--- src/rtl/ex_result_stage_pkg.sv ---
// Shared core definitions for the EX result stage: ALU opcodes, CCR bit indices,
// EX/MEM entry layout, buffer occupancy encoding and the flag-derivation helper.
package ex_result_stage_pkg;

  localparam int DW_DEF = 16;
  localparam int RW_DEF = 3;

  typedef enum logic [2:0] {
    ALU_ADD  = 3'b000,
    ALU_SETC = 3'b001,
    ALU_SUB  = 3'b010,
    ALU_AND  = 3'b011,
    ALU_NOT  = 3'b100,
    ALU_RSV5 = 3'b101,
    ALU_RSV6 = 3'b110,
    ALU_NOP  = 3'b111
  } alu_op_e;

  localparam int FLAG_C = 0;
  localparam int FLAG_Z = 1;
  localparam int FLAG_N = 2;

  // Entry packing, LSB first: mem_wr, mem_rd, wb_en, rdst, then result on top.
  localparam int ENT_MEM_WR   = 0;
  localparam int ENT_MEM_RD   = 1;
  localparam int ENT_WB_EN    = 2;
  localparam int ENT_RDST_LSB = 3;

  typedef enum logic [1:0] {
    OCC_EMPTY = 2'b00,
    OCC_ONE   = 2'b01,
    OCC_FULL  = 2'b10
  } occ_e;

  function automatic logic [2:0] derive_flags(input logic [2:0] cur, input logic [2:0] op,
                                              input logic zero, input logic neg,
                                              input logic carry);
    logic [2:0] f;
    f = cur;
    case (op)
      ALU_ADD: begin
        f[FLAG_N] = neg;
        f[FLAG_Z] = zero;
        f[FLAG_C] = carry;
      end
      ALU_SETC: f[FLAG_C] = 1'b1;
      ALU_SUB, ALU_AND, ALU_NOT: begin
        f[FLAG_N] = neg;
        f[FLAG_Z] = zero;
      end
      default: f = cur;
    endcase
    return f;
  endfunction

endpackage

--- src/rtl/ex_result_stage_ccr_unit.sv ---
// Condition-code register: derives Z/N/C from accepted ALU results.
// Optional interrupt shadow copy is built when EX_CCR_SHADOW_EN is defined.
module ccr_unit
  import ex_result_stage_pkg::*;
#(
  parameter int DW = DW_DEF
) (
  input  logic          clk,
  input  logic          rst,
  input  logic          upd,
  input  logic [2:0]    alu_op,
  input  logic [DW-1:0] alu_result,
  input  logic          alu_carry,
  input  logic          int_save,
  input  logic          int_restore,
  output logic [2:0]    ccr
);

  logic [2:0] ccr_d, ccr_q;
  logic       res_zero;

  assign res_zero = (alu_result == {DW{1'b0}});
  assign ccr      = ccr_q;

`ifdef EX_CCR_SHADOW_EN
  logic [2:0] shadow_d, shadow_q;

  // Restore wins over a same-cycle flag update; save always captures the old value.
  always_comb begin
    ccr_d    = ccr_q;
    shadow_d = shadow_q;
    if (upd) begin
      ccr_d = derive_flags(ccr_q, alu_op, res_zero, alu_result[DW-1], alu_carry);
    end else begin
      ccr_d = ccr_q;
    end
    if (int_save) begin
      shadow_d = ccr_q;
    end else begin
      shadow_d = shadow_q;
    end
    if (int_restore) begin
      ccr_d = shadow_q;
    end else begin
      ccr_d = ccr_d;
    end
  end

  always_ff @(posedge clk) begin
    if (rst) begin
      ccr_q    <= 3'b000;
      shadow_q <= 3'b000;
    end else begin
      ccr_q    <= ccr_d;
      shadow_q <= shadow_d;
    end
  end
`else
  logic unused_shadow_ctl;
  assign unused_shadow_ctl = int_save | int_restore;

  always_comb begin
    ccr_d = ccr_q;
    if (upd) begin
      ccr_d = derive_flags(ccr_q, alu_op, res_zero, alu_result[DW-1], alu_carry);
    end else begin
      ccr_d = ccr_q;
    end
  end

  always_ff @(posedge clk) begin
    if (rst) begin
      ccr_q <= 3'b000;
    end else begin
      ccr_q <= ccr_d;
    end
  end
`endif

endmodule

--- src/rtl/ex_result_stage.sv ---
// EX result stage: 2-entry EX/MEM skid buffer with valid/ready handshake and flush,
// plus the CCR unit. Build with EX_CCR_SHADOW_EN for the interrupt shadow CCR.
module ex_result_stage
  import ex_result_stage_pkg::*;
#(
  parameter int DW = DW_DEF,
  parameter int RW = RW_DEF
) (
  input  logic          clk,
  input  logic          rst,
  input  logic          in_valid,
  output logic          in_ready,
  input  logic [DW-1:0] alu_result,
  input  logic          alu_carry,
  input  logic [2:0]    alu_op,
  input  logic          upd_flags,
  input  logic [RW-1:0] rdst,
  input  logic          wb_en,
  input  logic          mem_rd,
  input  logic          mem_wr,
  input  logic          flush,
  output logic          out_valid,
  input  logic          out_ready,
  output logic [DW-1:0] out_result,
  output logic [RW-1:0] out_rdst,
  output logic          out_wb_en,
  output logic          out_mem_rd,
  output logic          out_mem_wr,
  output logic [2:0]    ccr,
  input  logic          int_save,
  input  logic          int_restore
);

  localparam int EW = DW + RW + 3;

  occ_e          occ_d, occ_q;
  logic [EW-1:0] head_d, head_q, tail_d, tail_q, in_entry;
  logic          accept, pop;

  // Handshake status comes only from registered occupancy, never from out_ready.
  assign in_ready = (occ_q != OCC_FULL);
  assign out_valid = (occ_q != OCC_EMPTY);
  assign accept   = in_valid & in_ready & ~flush;
  assign pop      = out_valid & out_ready & ~flush;
  assign in_entry = {alu_result, rdst, wb_en, mem_rd, mem_wr};

  assign out_result = head_q[EW-1 -: DW];
  assign out_rdst   = head_q[ENT_RDST_LSB +: RW];
  assign out_wb_en  = head_q[ENT_WB_EN];
  assign out_mem_rd = head_q[ENT_MEM_RD];
  assign out_mem_wr = head_q[ENT_MEM_WR];

  always_comb begin
    occ_d  = occ_q;
    head_d = head_q;
    tail_d = tail_q;
    if (flush) begin
      occ_d = OCC_EMPTY;
    end else begin
      case (occ_q)
        OCC_EMPTY: begin
          if (accept) begin
            head_d = in_entry;
            occ_d  = OCC_ONE;
          end else begin
            occ_d = OCC_EMPTY;
          end
        end
        OCC_ONE: begin
          if (accept && pop) begin
            head_d = in_entry;
          end else if (accept) begin
            tail_d = in_entry;
            occ_d  = OCC_FULL;
          end else if (pop) begin
            occ_d = OCC_EMPTY;
          end else begin
            occ_d = OCC_ONE;
          end
        end
        OCC_FULL: begin
          if (pop) begin
            head_d = tail_q;
            occ_d  = OCC_ONE;
          end else begin
            occ_d = OCC_FULL;
          end
        end
        default: occ_d = OCC_EMPTY;
      endcase
    end
  end

  always_ff @(posedge clk) begin
    if (rst) begin
      occ_q  <= OCC_EMPTY;
      head_q <= {EW{1'b0}};
      tail_q <= {EW{1'b0}};
    end else begin
      occ_q  <= occ_d;
      head_q <= head_d;
      tail_q <= tail_d;
    end
  end

  ccr_unit #(.DW(DW)) u_ccr (
    .clk         (clk),
    .rst         (rst),
    .upd         (accept & upd_flags),
    .alu_op      (alu_op),
    .alu_result  (alu_result),
    .alu_carry   (alu_carry),
    .int_save    (int_save),
    .int_restore (int_restore),
    .ccr         (ccr)
  );

endmodule

--- config.mk ---
export PLATFORM = sky130hd
export DESIGN_NAME = ex_result_stage
export DESIGN_NICKNAME = d
export VERILOG_FILES = /design/src/rtl/ex_result_stage_pkg.sv /design/src/rtl/ex_result_stage_ccr_unit.sv /design/src/rtl/ex_result_stage.sv
export SDC_FILE = /design/constraint.sdc
export NUM_CORES = 1
export LEC_CHECK = 0
export ABC_AREA = 1
export ABC_CLOCK_PERIOD_IN_PS = 1400
export BUFFER_PORTS_ARGS = -buffer_cell sky130_fd_sc_hd__buf_2
export CELL_PAD_IN_SITES_DETAIL_PLACEMENT = 1
export CELL_PAD_IN_SITES_GLOBAL_PLACEMENT = 1
export CORE_MARGIN = 2
export CORE_UTILIZATION = 32
export DETAILED_ROUTE_END_ITERATION = 8
export GPL_ROUTABILITY_DRIVEN = 0
export GPL_TIMING_DRIVEN = 0
export PLACE_DENSITY = 0.87
export SETUP_SLACK_MARGIN = 0.02
export SYNTH_ARGS = -nofsm -noshare
export SYNTH_HDL_FRONTEND = slang
export SYNTH_HIERARCHICAL = 1
export SYNTH_SLANG_ARGS = --single-unit
--- constraint.sdc ---
create_clock -name clk -period 1.4 [get_ports clk]
set_clock_uncertainty 0.1 [all_clocks]
set_input_delay 0.35 -clock clk [delete_from_list [all_inputs] [get_ports clk]]
set_output_delay 0.35 -clock clk [all_outputs]
set_load 0.03 [all_outputs]
**Word-level counts from Yosys, hierarchy flattened**

Index checks and enable logic that the tools add are counted.

- Register bits after elaboration: 49
- Word-level logic and storage cells: 47

- Bitwise gates (word level): 7
- Equality and inequality tests: 11
- Reduce and logical (&&, ||, !) cells: 13
- Muxes and demuxes: 11

Operators by type and width:

| operator | number |
|---|---|
| $mux W22 | 3 |
| $pmux W22 S3 | 1 |
| $logic_not A16 Y1 | 1 |
| $ne A2 B2 Y1 const B | 5 |
| $eq A3 B2 Y1 const B | 2 |
| $mux W2 | 3 |
| $pmux W2 S3 | 1 |
| $and A1 B1 Y1 | 5 |
| $reduce_and A5 Y1 | 1 |
| $reduce_and A2 Y1 | 2 |
| $reduce_and A4 Y1 | 1 |
| $reduce_bool A2 Y1 | 2 |
| $reduce_or A4 Y1 | 1 |
| $eq A3 B1 Y1 const B | 1 |
| $eq A3 B3 Y1 const B | 1 |
| $logic_not A3 Y1 | 1 |
| $reduce_bool A3 Y1 | 1 |
| $eq A2 B1 Y1 const B | 1 |
| $eq A2 B2 Y1 const B | 1 |
| $logic_not A2 Y1 | 1 |
| $mux W1 | 2 |
| $not A1 Y1 | 2 |
| $pmux W1 S2 | 1 |
| $reduce_or A2 Y1 | 1 |
| $logic_and A1 B1 Y1 | 1 |

**Logic depth before layout (Yosys ltp)**

Gate-level depths: netlist of run 1.

- Depth after elaboration: 7
- Gate-level depth with buffers: 9
- Gate-level depth less buffers: 7

**Modules after synthesis**

Netlist of run 1, hierarchy kept.

By module, submodules not included:

| module | area an instance (µm²) | cells each | times used | sequential area each (µm²) |
|---|---|---|---|---|
| ex_result_stage | 2127.0 | 328 | 1 | 920.9 |
| ccr_unit | 200.2 | 36 | 1 | 60.1 |

**Worst setup path before layout of run 1**

Ideal clock, no wire load.

- Kind: reg-to-reg
- Start: register occ_q[1]
- End: register u_ccr.ccr_q[2], in the netlist u_ccr/ccr[2]
- Required time: 1.184 ns
- Stages on the path, launching flop included: 8
- Setup slack: 0.032 ns
- Clock period less this slack: 1.368 ns
- Library setup time: 0.116 ns
- Arrival: 1.153 ns
- Cells stage by stage: dfxtp_1 -> buf_6 -> clkbuf_1 -> a21oi_1 -> nand3_2 -> clkinv_1 -> nor2_1 -> nor2_1

- Cells in the longest elaborated chain, start to end: 5

RTL lines:

| element | line | RTL |
|---|---|---|
| start: declaration | ex_result_stage.sv:36 | `occ_e occ_d, occ_q;` |
| start signal: assignment | ex_result_stage.sv:96 | `occ_q <= OCC_EMPTY;` |
| start signal: assignment | ex_result_stage.sv:100 | `occ_q <= occ_d;` |
| $ne A2 B2 Y1 | ex_result_stage.sv:41 | `assign in_ready = (occ_q != OCC_FULL);` |
| $and A1 B1 Y1 (2 in a row) | ex_result_stage.sv:43 | `assign accept = in_valid & in_ready & ~flush;` |
| $and A1 B1 Y1 | ex_result_stage.sv:109 | `.upd (accept & upd_flags),` |
| $reduce_and A2 Y1 (no source line) | n/a |  |
| end signal: assignment | ex_result_stage_ccr_unit.sv:75 | `ccr_q <= ccr_d;` |
| end: declaration | ex_result_stage_ccr_unit.sv:19 | `logic [2:0] ccr_d, ccr_q;` |

Every way passes these cells.
A chain may end at the register's enable or synchronous reset.

**Worst setup path after layout of run 1**

- Start: register occ_q[1]
- End: output port in_ready

- Cells in the longest elaborated chain, start to end: 1

RTL lines:

| element | line | RTL |
|---|---|---|
| $ne A2 B2 Y1 | ex_result_stage.sv:41 |  |
| end: declaration | ex_result_stage.sv:12 | `output logic in_ready,` |

Every way passes these cells.

==> metrics.csv, run 1 <==
metric;value;unit
ratio of cells with drive above 1 in the final layout;0.4216;
Tightest Pin Transition;612.9;ps
EDFF count, synth;0;
WL final;9790;um
Static Leak;1.720;nW
class of the worst hold path;primary input to register;
gr usage total;0.2100;
Congestion Overflow GR;0;
Power Density;917.5;mW/mm^2
Clk pin slew, worst setup/hold paths;90;ps
crit path max fanout;4;
Routed wire per std cell;17.74;um
Pwr Total;0.003262;W
vias per cell;4.973;
Post-Syn Area;0.002327;mm^2
Seq pwr share;0.454;
post-synthesis sequential area ratio;0.4215;
root buffer cell;clkbuf_8;
Area Growth Syn to Fin;52.80;%
Post-Syn Instances;364;
core region area;0.007137;mm^2
Final Cycle Share;1.090;
post-route antenna net violation count;0;
Cell Rows;31;
number of max-cap violations;0;
Critical Path RT;950;ps
startpoint types;register;
FF+latch count, synth;49;
CTS Buffer Depth;2;
Worst VDD drop;0.3847;mV
Synth top cells by count;101 x nand2_1, 101 x nor2_1, 49 x dfxtp_1;
Worst setup EP type;primary output;
status;complete, but fails checks;
Post-Synth Simple-Gate Area;0.4172;
Clk Latency, worst-skew pair;310;ps
Net Sw Frac;0.3008;
Cell Int Power;0.002281;W
DP Worst Slack;-368.5;ps
relative slew slack;0.5914;
post-route minimum period;1526;ps
crit path DAT;1080;ps
Post-Synthesis Net Count;398;
Vias;2745;
CTS tree;built;
initial antenna violation count;0;
part of the power in the clock network;0.337;
I/O Buffers;58;
adder-cell share of the synthesized area;0;
ant diodes;0;
Post-Layout Cell Count;552;
die width;89.28;um
top_reg_cell synth;dfxtp_1;
Final Hold Fails;0;
largest net degree at the start of global routing;16;
# clock sinks;49;
Initial Util;0.3261;
Cell variety after synth;21;
compound-gate portion of the synthesized area;0.06183;
mux contribution to synthesized area;0;
Final nets;486;
final slew viol count;0;
CTS buffer count;5;
worst setup margin;-125.5;ps
Die ar.;0.007971;mm^2
Fin Hold WS;159.3;ps
Max Clock Freq;0.6555;GHz
vias in the first global route;2726;
Die Y;89.28;um
combinational share of power;0.208;
failing checks;setup timing;
post-detail-place hpwl;5022;um
Yosys top cell area share;0.4215;
Synth async-reset ratio;0;
largest family of logic cells by synthesized area;simple AND/OR/NAND/NOR gates;
Ys Warns;6;
Setup Viol. Count Final;42;
dpl cells;521;
setup_tns;-2485;ps
switching pwr;0.0009815;W
DRC violations left;0;
RSZ-0062 raised after global routing;yes;
Avg Cell Area, Syn;6.393;um^2
Max H-tree Level;2;
Initial DRC Count;181;
Yosys top cell by area;dfxtp_1;
# IOs;61;
Synth area leaders;dfxtp_1 42%, nand2_1 16%, nor2_1 16%;
Synth Area in XOR/XNOR;0;
TritonRoute pass-1 iters;4;
Crit Path Category;register to primary output;
first-pass GRT wire length;12780;um
==> worst paths after layout <==
path                                                 from                         to  slack, ps  depth (start not counted)
worst max-delay path                occ_q[1]$_SDFFE_PP0P_                   in_ready       -130                          4
worst min-delay path                                  rst  u_ccr/ccr[0]$_SDFFE_PP0P_        160                          2
worst max register to register      occ_q[1]$_SDFFE_PP0P_    tail_q[15]$_SDFFE_PP0P_       -110                          8
worst min register to register  u_ccr/ccr[2]$_SDFFE_PP0P_  u_ccr/ccr[2]$_SDFFE_PP0P_        380                          2
==> what timing repair did <==
action                     in CTS  in global routing
resized for setup              26                127
setup endpoints to repair      43                 48
gates cloned                    1                  3
buffers inserted               12                 11
pin swaps                       6                 36
hold buffers                    0                  0
==> power groups by stage <==
stage	clock [W]	sequential [W]	combinational [W]
finish	0.00110	0.00148	0.000679
global route	0.00116	0.00149	0.000728
CTS	0.00109	0.00148	0.000526
detailed placement	0	0.00151	0.000478
global placement	0	0.00151	0.000466
floorplan	0	0.00161	0.000206
==> stage by stage <==
step / utilization / area [um^2]
after floorplan: - / 2327
after CTS: 0.4309 / 3075
final: 0.4982 / 3556
after global routing: 0.4982 / 3556
after global placement: 0.3841 / 2741
after detailed placement: 0.3841 / 2741
==> routing by layer <==
metal  vias up  share of wire  global-route usage
met2       115           0.52              0.3684
met1      1306           0.37              0.2402
met3        39          0.060             0.03878
met4         0          0.048              0.1140
met5         -              0                   0
li1       1285              -                   -
==> layout make-up <==
cell class / count / area (um^2)
buffer: 16 / 177.7
clock buffer: 6 / 82.58
clock inverter: 2 / 37.54
fill: 936 / 3581
inverter: 31 / 123.9
multi-input combinational: 265 / 1439
sequential: 49 / 983.4
tap: 99 / 123.9
timing repair buffer: 84 / 588.1
==> critical path, stage by stage, from the launching register on <==
cell     delay [ps]
dfxtp_2         340
buf_6           120
nand2_4          60
buf_8           120
buf_6           130
==> cells in the final DEF (no fill, tap or decap), types with 2 or more instances in the layout <==
| cell type | netlist | routed |
|---|---|---|
| nand2_1 | 101 | 73 |
| nor2_1 | 101 | 73 |
| buf_2 | 5 | 57 |
| dfxtp_1 | 49 | 47 |
| inv_1 | 25 | 25 |
| nand3_1 | 24 | 22 |
| nand2_2 | 4 | 21 |
| nor2_2 | 0 | 20 |
| buf_4 | 4 | 16 |
| buf_6 | 3 | 13 |
| o21ai_2 | 0 | 10 |
| nand2_4 | 1 | 10 |
| nor2_4 | 1 | 9 |
| o21ai_0 | 23 | 8 |
| clkbuf_8 | 0 | 6 |
| buf_8 | 0 | 5 |
| o21ai_1 | 0 | 5 |
| inv_4 | 0 | 3 |
| clkbuf_16 | 0 | 3 |
| clkbuf_1 | 7 | 3 |
| a21oi_1 | 4 | 3 |
| inv_2 | 4 | 2 |
| nand3_4 | 1 | 2 |
| nand2_8 | 0 | 2 |
| nand3_2 | 1 | 2 |
| dfxtp_2 | 0 | 2 |
==> registers in the layout, summed over array words and instances (netlist names) <==
name       cells
u_ccr/ccr      3
tail_q        22
occ_q          2
head_q        22
==> logic make-up (layout without fill, tap and decap cells) <==
| kind of cell | after synthesis | count (layout) |
|---|---|---|
| AO/OA/AOI/OAI | 28 | 28 |
| flip-flops | 49 | 49 |
| AND/OR/NAND/NOR | 237 | 237 |
| buffers and inverters | 50 | 139 |
(Power assumes the default switching activity.)
==> run 2: changes to the inputs <==
- CTS_CLUSTER_SIZE: default -> 12
- SETUP_SLACK_MARGIN: 0.02 -> default
==> metrics.csv, run 2 (synthesis gave the netlist of run 1 again) <==
metric;value;unit;change
Static Leak;1.685;nW;-2.0%
RSZ-0062 raised after global routing;yes;;
root buffer cell;clkbuf_8;;
post-detail-place hpwl;5022;um;unchanged
Congestion Overflow GR;0;;unchanged
Tightest Pin Transition;521.6;ps;-91.29 ps
# clock sinks;49;;unchanged
relative slew slack;0.6523;;+0.06086
setup_tns;-617.2;ps;+1867 ps
Layout fillers;942;;+0.64%
Worst setup EP type;register;;
Initial DRC Count;126;;-30%
cells on worst reg2reg path;7;;-1
die width;89.28;um;unchanged
CP cell instances;inv_4 > nand3_4 > nor2_4 > buf_4 > buf_4 > o21ai_0 > nor2_1;;
worst setup margin;-128.8;ps;-3.283 ps
ratio of cells with drive above 1 in the final layout;0.2984;;-0.1232
failing checks;setup timing;;
worst hold path depth;2;;unchanged
Final Hold Fails;0;;unchanged
crit path DAT;1640;ps;+560 ps
Reg-to-Reg End;tail_q[15]$_SDFFE_PP0P_;;
dpl cells;521;;unchanged
largest net degree at the start of global routing;16;;unchanged
critical path's top delay family;simple AND/OR/NAND/NOR gates;;
reg2reg start;occ_q[1]$_SDFFE_PP0P_;;
R2R setup slack;-130;ps;-20 ps
final slew viol count;0;;unchanged
Buffers & Inverters on Critical Path;3;;unchanged
Pwr Total;0.003160;W;-3.1%
Cell Rows;31;;unchanged
fin util;0.4604;;-0.03787
Final nets;482;;-0.82%
Die Y;89.28;um;unchanged
CTS buffer count;5;;unchanged
most used cell, CP;buf_4;;
WL final;8795;um;-10%
CTS Buffer Depth;2;;unchanged
crit path max fanout;5;;+1
gr usage total;0.1976;;-0.01241
TritonRoute pass-1 iters;4;;unchanged
most frequent cells in the layout;99 x nand2_1, 87 x nor2_1, 57 x buf_2;;
commonest non-fill, non-tap cell in the layout;nand2_1;;
ant diodes;0;;unchanged
Area Growth Syn to Fin;41.18;%;
post-route minimum period;1529;ps;+3.283 ps
CTS tree;built;;
Fin Hold WS;162.6;ps;+3.303 ps
Final Cycle Share;1.092;;+0.002345
slowest CP cell;dfxtp_4;;
startpoint types;register;;
# IOs;61;;unchanged
Initial Util;0.3261;;unchanged
initial antenna violation count;0;;unchanged
Power Density;961.8;mW/mm^2;+4.8%
post-route antenna net violation count;0;;unchanged
Worst VDD drop;0.4462;mV;+16%
core region area;0.007137;mm^2;unchanged
Vias;2643;;-3.7%
Critical Path RT;1510;ps;+560 ps
Setup Viol. Count Final;19;;-55%
Post-Layout Cell Count;548;;-0.72%
Max Clock Freq;0.6541;GHz;-0.21%
Max H-tree Level;2;;unchanged
Worst Hold Endpoint;u_ccr/ccr[0]$_SDFFE_PP0P_;;
class of the worst hold path;primary input to register;;
DRC violations left;0;;unchanged
Worst Hold Launch;rst;;
Clk Latency, worst-skew pair;310;ps;about the same
vias in the first global route;2575;;-5.5%
vias per cell;4.823;;-3.0%
largest stage delay on the critical path;390;ps;+50 ps
Die ar.;0.007971;mm^2;unchanged
I/O Buffers;58;;unchanged
status;complete, but fails checks;;
number of max-cap violations;0;;unchanged
first-pass GRT wire length;12120;um;-5.2%
Crit Path Category;register to register;;
Clk pin slew, worst setup/hold paths;90;ps;about the same
Routed wire per std cell;16.05;um;-9.5%
run 2: worst max path at each step:
stage                                     start                        end  slack, ps  cells after the start
after floorplan           occ_q[1]$_SDFFE_PP0P_  u_ccr/ccr[2]$_SDFFE_PP0P_         30                      7
after global placement    occ_q[0]$_SDFFE_PP0P_  u_ccr/ccr[2]$_SDFFE_PP0P_       -310                      7
after detailed placement  occ_q[0]$_SDFFE_PP0P_  u_ccr/ccr[2]$_SDFFE_PP0P_       -370                      7
after CTS                 occ_q[0]$_SDFFE_PP0P_                   in_ready       -100                      4
after global routing      occ_q[0]$_SDFFE_PP0P_                   in_ready       -160                      4
final                     occ_q[1]$_SDFFE_PP0P_    tail_q[15]$_SDFFE_PP0P_       -130                      7
run 2: power breakdown:
part | internal, W | leakage [nW] | switching [W] | total [W]
logic | 0.000211 | 1.23 | 0.000374 | 0.000585
clock network | 0.000582 | 0.0574 | 0.000513 | 0.00110
registers | 0.00145 | 0.401 | 0.0000298 | 0.00148
total | 0.00224 | 1.69 | 0.000917 | 0.00316
run 2: area by class of cell:
cell class / instances / area [um^2] / share of cell area
multi-input cells: 266 / 1236 / 0.3762
inverters: 31 / 123.9 / 0.03770
plain buffers: 17 / 170.2 / 0.05179
repair buffers: 78 / 525.5 / 0.1599
well taps: 99 / 123.9 / 0.03770
clock buffers: 6 / 82.58 / 0.02513
flip-flops and latches: 49 / 985.9 / 0.3001
clock inverters: 2 / 37.54 / 0.01142
run 2: timing repair:
item                       4_1_cts  5_1_grt
gates resized for setup         20       52
hold buffers                     0        0
setup endpoints to repair       29       47
hold endpoints to repair         0        0
cloned                           0        5
pin swaps                        3       13
setup buffers                   11        5
run 2: per-layer routing:
metal	GRT usage	vias up	routed length [um]
met4	0.07327	0	274
met5	0	-	0
met3	0.03601	22	354
li1	-	1277	-
met2	0.3515	84	4616
met1	0.2362	1260	3550
run 2: worst reg2reg max path: stages (launching register included):
cell     delay (ps)
dfxtp_4         390
inv_4            80
nand3_4          90
nor2_4          240
buf_4           150
buf_4           100
o21ai_0         100
nor2_1          200
run 2: stage by stage:
step / cell area (um^2) / worst slack, ps
floorplan: 2327 / 31.61
global placement: 2741 / -308.5
detailed placement: 2741 / -368.5
CTS: 2998 / -102.3
global route: 3286 / -158.5
finish: 3286 / -128.8
==> run 3: changes to the inputs <==
- CTS_BUF_LIST: default -> sky130_fd_sc_hd__clkbuf_16
- HOLD_SLACK_MARGIN: default -> 0.08
==> metrics.csv, run 3 (synthesis gave the netlist of run 1 again) <==
metric;value;unit;change
Vias;2633;;-0.38%
Critical Path RT;950;ps;-560 ps
# clock sinks;49;;unchanged
CTS tree;built;;
commonest non-fill, non-tap cell in the layout;nand2_1;;
Max Clock Freq;0.6672;GHz;+2.0%
vias per cell;4.867;;+0.91%
Worst setup EP type;primary output;;
DRC violations left;0;;unchanged
critical path's top delay family;flip-flops;;
Die Y;89.28;um;unchanged
startpoint types;register;;
number of max-cap violations;0;;unchanged
post-route minimum period;1499;ps;-29.90 ps
post-route antenna net violation count;0;;unchanged
crit path DAT;1050;ps;-590 ps
Power Density;1036;mW/mm^2;+7.7%
Congestion Overflow GR;0;;unchanged
Area Growth Syn to Fin;42.90;%;
Cell Rows;31;;unchanged
Initial Util;0.3261;;unchanged
ratio of cells with drive above 1 in the final layout;0.2986;;about the same
Max H-tree Level;2;;unchanged
Final Cycle Share;1.071;;-0.02136
TritonRoute pass-1 iters;4;;unchanged
root buffer cell;clkbuf_16;;
gr usage total;0.2048;;+0.007217
CTS Buffer Depth;2;;unchanged
Pwr Total;0.003446;W;+9.0%
largest stage delay on the critical path;370;ps;-20 ps
Buffers & Inverters on Critical Path;3;;unchanged
RSZ-0062 raised after global routing;yes;;
Worst VDD drop;0.8732;mV;+96%
crit path max fanout;5;;unchanged
# IOs;61;;unchanged
worst setup margin;-98.89;ps;+29.90 ps
multi-input logic area;0.001279;mm^2;+3.4%
Final Hold Fails;0;;unchanged
failing checks;setup timing;;
I/O Buffers;58;;unchanged
Crit Path Category;register to primary output;;
Die ar.;0.007971;mm^2;unchanged
FF/Latch Area;988.4;um^2;+0.25%
Final nets;475;;-1.5%
Clk Latency, worst-skew pair;300;ps;about the same
setup_tns;-376.9;ps;+240.3 ps
relative slew slack;0.6619;;+0.009652
CTS buffer count;5;;unchanged
WL final;8785;um;-0.11%
post-detail-place hpwl;5022;um;unchanged
first-pass GRT wire length;12590;um;+3.9%
die width;89.28;um;unchanged
core region area;0.007137;mm^2;unchanged
most frequent cells in the layout;101 x nand2_1, 77 x nor2_1, 56 x buf_2;;
Static Leak;1.675;nW;-0.59%
class of the worst hold path;primary input to register;;
status;complete, but fails checks;;
initial antenna violation count;0;;unchanged
largest net degree at the start of global routing;16;;unchanged
Setup Viol. Count Final;16;;-3
Clk pin slew, worst setup/hold paths;70;ps;-20 ps
Routed wire per std cell;16.24;um;+1.2%
CP cell instances;inv_8 > nand2_8 > buf_8 > buf_6;;
Tightest Pin Transition;507.1;ps;-14.48 ps
ant diodes;0;;unchanged
vias in the first global route;2662;;+3.4%
final slew viol count;0;;unchanged
Initial DRC Count;145;;+15%
slowest CP cell;dfxtp_4;;
Layout fillers;946;;+0.42%
## run 3: cell count changes in the layout (fill, tap and decap cells not counted), moves of 3 or more
cell	before	now
buf_4	14	10
o21ai_1	4	1
buf_8	6	3
nor2_4	3	9
clkbuf_16	3	8
nor2_2	12	16
nor2_1	87	77
clkbuf_8	6	0
o21ai_0	17	22
## run 3: metal layers
metal	share of wire	vias up	global-route usage	wire length, um
li1	-	1260	-	-
met1	0.41	1275	0.2451	3619
met2	0.52	80	0.3589	4533
met3	0.047	18	0.03786	415
met4	0.025	0	0.08548	217
met5	0	-	0	0
## run 3: worst paths after layout
check                           cells after the start                       from  slack [ps]                        end
worst max-delay path                                4      occ_q[0]$_SDFFE_PP0P_        -100                   in_ready
worst min-delay path                                2                        rst         170  u_ccr/ccr[0]$_SDFFE_PP0P_
worst max register to register                      7      occ_q[1]$_SDFFE_PP0P_         -30     tail_q[3]$_SDFFE_PP0P_
worst min register to register                      2  u_ccr/ccr[2]$_SDFFE_PP0P_         390  u_ccr/ccr[2]$_SDFFE_PP0P_
## run 3: cell type report
class | instances | share of cell area
multi-input combinational | 266 | 0.3845
sequential | 49 | 0.2972
timing repair buffer | 72 | 0.1407
buffer | 16 | 0.05154
inverter | 31 | 0.03875
clock buffer | 5 | 0.03762
tap | 99 | 0.03725
clock inverter | 3 | 0.01242
## run 3: what timing repair did
item / in CTS / in global routing
setup endpoints to repair: 29 / 47
setup buffers: 10 / 2
pin swaps: 3 / 9
gates cloned: 0 / 4
hold buffers: 0 / 0
resized for setup: 23 / 60
## run 3: stage by stage
step / instance area (um^2) / util / hold WS, ps / worst slack [ps] / instances
after CTS: 3052 / 0.4276 / 181.9 / -89.75 / 538
after global placement: 2741 / 0.3841 / 368.9 / -308.5 / 521
after detailed placement: 2741 / 0.3841 / 376.7 / -368.5 / 521
after floorplan: 2327 / - / 329.3 / 31.61 / 364
final: 3326 / 0.4660 / 173.8 / -98.89 / 541
after global routing: 3326 / 0.4660 / 177.5 / -123.2 / 541
## run 3: report_power, final
part	internal (W)	switching, W	total [W]
logic	0.000200	0.000378	0.000577
clock network	0.000837	0.000552	0.00139
registers	0.00145	0.0000294	0.00148
total	0.00249	0.000960	0.00345
## run 3: worst reg2reg max path: stages, from the launching register on
cell,delay (ps)
dfxtp_4,390
inv_4,80
nand3_4,100
nor2_4,240
inv_4,100
clkbuf_16,180
nor2_2,90
nor2_1,50
